===== src/rtl/serial_stim_tx.sv =====
// Serial stimulus transmitter: accepts parallel words over valid/ready and
// shifts them out LSB-first, one bit per clock, while counting transmitted 1-bits.
module serial_stim_tx #(
  parameter int WIDTH = 32,
  parameter int GAP   = 0,
  parameter int CNT_W = 32
) (
  input  logic             clk,
  input  logic             reset,
  input  logic [WIDTH-1:0] in_data,
  input  logic             in_valid,
  output logic             in_ready,
  output logic             data_out,
  output logic             tx_active,
  output logic             word_done,
  output logic [CNT_W-1:0] ones_sent
);

  localparam int BIT_W = (WIDTH > 2) ? $clog2(WIDTH) : 1;
  localparam int GAP_W = (GAP > 1) ? $clog2(GAP) : 1;
  localparam logic [BIT_W-1:0] LAST_BIT = BIT_W'(WIDTH - 1);
  localparam logic [GAP_W-1:0] LAST_GAP = GAP_W'((GAP > 0) ? GAP - 1 : 0);

  typedef enum logic [1:0] {S_IDLE, S_SHIFT, S_GAP} state_e;

  state_e             state_q;
  logic [WIDTH-1:0]   shift_q;
  logic [BIT_W-1:0]   bit_cnt_q;
  logic [GAP_W-1:0]   gap_cnt_q;
  logic               data_out_q;
  logic               tx_active_q;
  logic               word_done_q;
  logic [CNT_W-1:0]   ones_q;

  logic last_bit;
  logic accept;

  assign last_bit = (state_q == S_SHIFT) && (bit_cnt_q == LAST_BIT);
  // With no forced gap the last-bit cycle can already take the next word.
  assign in_ready = (state_q == S_IDLE) || (last_bit && (GAP == 0));
  assign accept   = in_valid && in_ready;

  always_ff @(posedge clk or posedge reset) begin
    if (reset) begin
      state_q     <= S_IDLE;
      shift_q     <= '0;
      bit_cnt_q   <= '0;
      gap_cnt_q   <= '0;
      data_out_q  <= 1'b0;
      tx_active_q <= 1'b0;
      word_done_q <= 1'b0;
      ones_q      <= '0;
    end else begin
      word_done_q <= 1'b0;
      unique case (state_q)
        S_IDLE: ;
        S_SHIFT: begin
          ones_q    <= ones_q + CNT_W'(data_out_q);
          shift_q   <= shift_q >> 1;
          bit_cnt_q <= bit_cnt_q + 1'b1;
          // data_out mirrors the bit that becomes shift_q[0] after this edge.
          data_out_q <= shift_q[1];
          if (last_bit) begin
            word_done_q <= 1'b1;
            data_out_q  <= 1'b0;
            tx_active_q <= 1'b0;
            gap_cnt_q   <= '0;
            state_q     <= (GAP > 0) ? S_GAP : S_IDLE;
          end
        end
        S_GAP: begin
          if (gap_cnt_q == LAST_GAP) state_q <= S_IDLE;
          else                       gap_cnt_q <= gap_cnt_q + 1'b1;
        end
        default: state_q <= S_IDLE;
      endcase
      // NOTE: later non-blocking assignments win, so acceptance overrides the
      // end-of-word updates above while the count and word_done still land.
      if (accept) begin
        shift_q     <= in_data;
        bit_cnt_q   <= '0;
        data_out_q  <= in_data[0];
        tx_active_q <= 1'b1;
        state_q     <= S_SHIFT;
      end
    end
  end

  assign data_out  = data_out_q;
  assign tx_active = tx_active_q;
  assign word_done = word_done_q;
  assign ones_sent = ones_q;

endmodule


===== config.mk =====
export PLATFORM = sky130hd
export DESIGN_NAME = serial_stim_tx
export DESIGN_NICKNAME = d
export VERILOG_FILES = /design/src/rtl/serial_stim_tx.sv
export SDC_FILE = /design/constraint.sdc
export NUM_CORES = 1
export LEC_CHECK = 0
export CAP_MARGIN = 20
export CORE_ASPECT_RATIO = 1.25
export CORE_MARGIN = 10
export CORE_UTILIZATION = 45
export CTS_CLUSTER_SIZE = 25
export DETAILED_ROUTE_END_ITERATION = 10
export PLACE_DENSITY = 0.73
export SETUP_SLACK_MARGIN = 0.4
export SLEW_MARGIN = 30
export SYNTH_ARGS = -nofsm -noshare
export SYNTH_HDL_FRONTEND = slang
export SYNTH_SLANG_ARGS = --single-unit
export TNS_END_PERCENT = 5

===== constraint.sdc =====
create_clock -name clk -period 2.55 [get_ports clk]
set_clock_uncertainty 0.2 [all_clocks]
set_input_delay 0.255 -clock clk [delete_from_list [all_inputs] [get_ports clk]]
set_output_delay 0.255 -clock clk [all_outputs]
set_load 0.05 [all_outputs]

==> flow_metrics.tcl <==
set metrics [dict create \
    status "completed" \
    worstSetupStartpoint "ones_sent[22]" \
    antenna_found_initial 0 \
    hold_class "in -> async" \
    drive_above_1_share_pct 9.26 \
    cp.depth 1 \
    fillers 603 \
    period_minus_slack_ns 2.12 \
    cts.sinks 71 \
    die-area_um2 10800 \
    cp_data_required_time_ns 2.10 \
    synthSimpleGateAreaFrac_pct 20.6 \
    grt_max_degree 38 \
    ys_seq_elements 71 \
    synth_edf_count 0 \
    vias_per_cell 5.28 \
    htreeDepth 3 \
    setup_tns_ns 0 \
    synth.top_cells.by_area "dfrtp_1, nand2_1, a22oi_1" \
    rsz0062_at_grt "true" \
    max-cap-violations 0 \
    setup_viol 0 \
    synth_commonest_cells "nand2_1, dfrtp_1, a22oi_1, xnor2_1, nand4_1" \
    worst-path-max-fanout 9 \
    dpl.hpwl_um 5320 \
    reg2reg_slack_ns 0.50 \
    ys_warn_count 0 \
    die-height_um 113 \
    routedWlPerCell_um 15.3 \
    via_count 2473 \
    crit_slowest_cell "clkdlybuf4s50_1" \
    leakagePower_nw 1.91 \
    cts_buffer_depth 2 \
    rows 34 \
    endpoint "ones_sent[22]" \
    grt-ovfl-total 0 \
    slew_headroom_pct 62.1 \
    synth.area.mux_share_pct 1.03 \
    critical-path-top-delay-family "buffers and inverters" \
    startpoint_type "register" \
    power_density_nw_per_um2 777 \
    synth.most_common_cell "nand2_1" \
    grt_pass1_vias 2528 \
    slew_viol_final 0 \
    max_freq_mhz 471 \
    crit_type "reg -> out" \
    ir_drop_mv 0.408 \
    power.total_mw 3.22 \
    yosysTopAreaCellShare_pct 56.5 \
    antenna_cells 0 \
    ys_seq_area_share_pct 56.5 \
    area_growth_pct 31.9 \
    synth_area_um2 3150 \
    cts_buffers 9 \
    groute.usage.overall_pct 13.5 \
    place_area_um2 3980 \
    cts_root_buf "clkbuf_8" \
    worstPathArrival_ns 1.67 \
    hold_violations 0 \
    detail-route-antenna-nets 0 \
    synth_xor_area_share_pct 8.91 \
    die_width_um 94.8 \
    final_area_um2 4150 \
    wl_um 7160 \
    max_stage_delay_ns 0.86 \
    drc 0 \
    synth_top_family_by_area "simple AND/OR/NAND/NOR gates" \
    clk_latency_ns 0.33 \
    worstRegToRegCells 5 \
    r2r-end "ones_sent[23]" \
    crit-reg2reg-launch "data_out" \
    cp-end-kind "primary output" \
    cts_tree "built" \
    placed_cells 452 \
    syn_area_per_cell_um2 10.5 \
    tightestPinTransition_ns 0.564 \
    start_util_pct 45.6 \
    synthFlopType "dfrtp_1" \
    worstPathCellList "clkdlybuf4s50_1" \
    synth-compound-area-share_pct 8.79 \
    ios 71 \
    drt_iter0_drc 70 \
    critPathBufInv 1 \
    synth_fp_nets 340 \
    synth_cells 300 \
    finalHoldWorstSlack_ns 0.0220 \
    postSynth.asyncResetShare_pct 100 \
    drt_first_pass_iters 4 \
    port_buffers 70 \
    synth_fa_ha_area_share_pct 1.99 \
    nets 414 \
    core_area_um2 6890 \
    synth_cell_types 29 \
    synth_area_leader_cell "dfrtp_1" \
    stdcell_count 468 \
    grt_pass1_wl_um 11900 \
    gp_congestion 0.793 \
    min_period_over_period_pct 83.3 \
    clk_pin_slew_ns 0.07 \
]
## cell usage in the layout, fill, tap and decap left out, types with 3 or more instances in the layout
cell type         n
nand4_1          14
buf_4             6
a21oi_1           3
ha_1              3
nor2_1            8
xnor2_1          24
nand2_1          76
clkinv_2          3
clkbuf_8         10
inv_1             3
clkdlybuf4s50_1  68
nor4_1            3
and3_1            8
nand3_1          13
xor2_1            8
dfrtp_1          70
a22oi_1          30
## sequential cells by signal, summed over array words and instances (netlist names)
name,flops
word_done,1
tx_active,1
shift_q,31
data_out,1
bit_cnt_q,5
ones_sent,32
## power breakdown
group	internal (mW)	switching, mW	leakage [nW]
Sequential	1.40	0.202	0.943
Combinational	0.357	0.507	0.877
Clock	0.369	0.391	0.0850
## metal layers
layer | vias to the layer above | GRT usage, % | part of all wire [%]
li1 | 1191 | - | -
met1 | 1205 | 16.4 | 44
met2 | 68 | 21.0 | 46
met3 | 9 | 4.60 | 8.3
met4 | 0 | 6.50 | 1.7
met5 | - | 0 | 0
## what timing repair did
item	4_1_cts	5_1_grt
resized for setup	1	0
setup buffers	0	1
endpoints found under the setup margin	3	27
pin swaps	0	1
hold buffers	0	0
## worst min-delay path by stage
stage,to,slack (ns),cells after the start
floorplan,shift_q[31],0.19,1
global placement,shift_q[5],0.25,2
detailed placement,shift_q[10],0.26,2
CTS,ones_sent[6],0.02,2
global route,ones_sent[4],0.04,2
finish,ones_sent[6],0.02,2
## final cells by class
type                    instances  area (um^2)  share of cell area (%)
clock inverters                 4         22.5                   0.543
multi-input cells             212         1320                    31.8
clock buffers                  11          141                    3.41
well taps                      90          113                    2.71
inverters                       4         18.8                   0.452
flip-flops and latches         71         1780                    42.9
repair buffers                 76          754                    18.2
## logic make-up after synthesis
group	after synthesis
simple gates	134
flops	71
compound gates	38
xor+xnor	32
buf+inv	17
fa+ha+maj	5
mux	3
## through the flow
step / utilization [%] / setup WS (ns)
after global routing: 60.2 / 0.260
after floorplan: - / 0.230
after CTS: 60.1 / 0.395
after global placement: 57.7 / 0.497
final: 60.2 / 0.427
after detailed placement: 57.7 / 0.413
No activity file was read; power rests on OpenSTA's default activity.
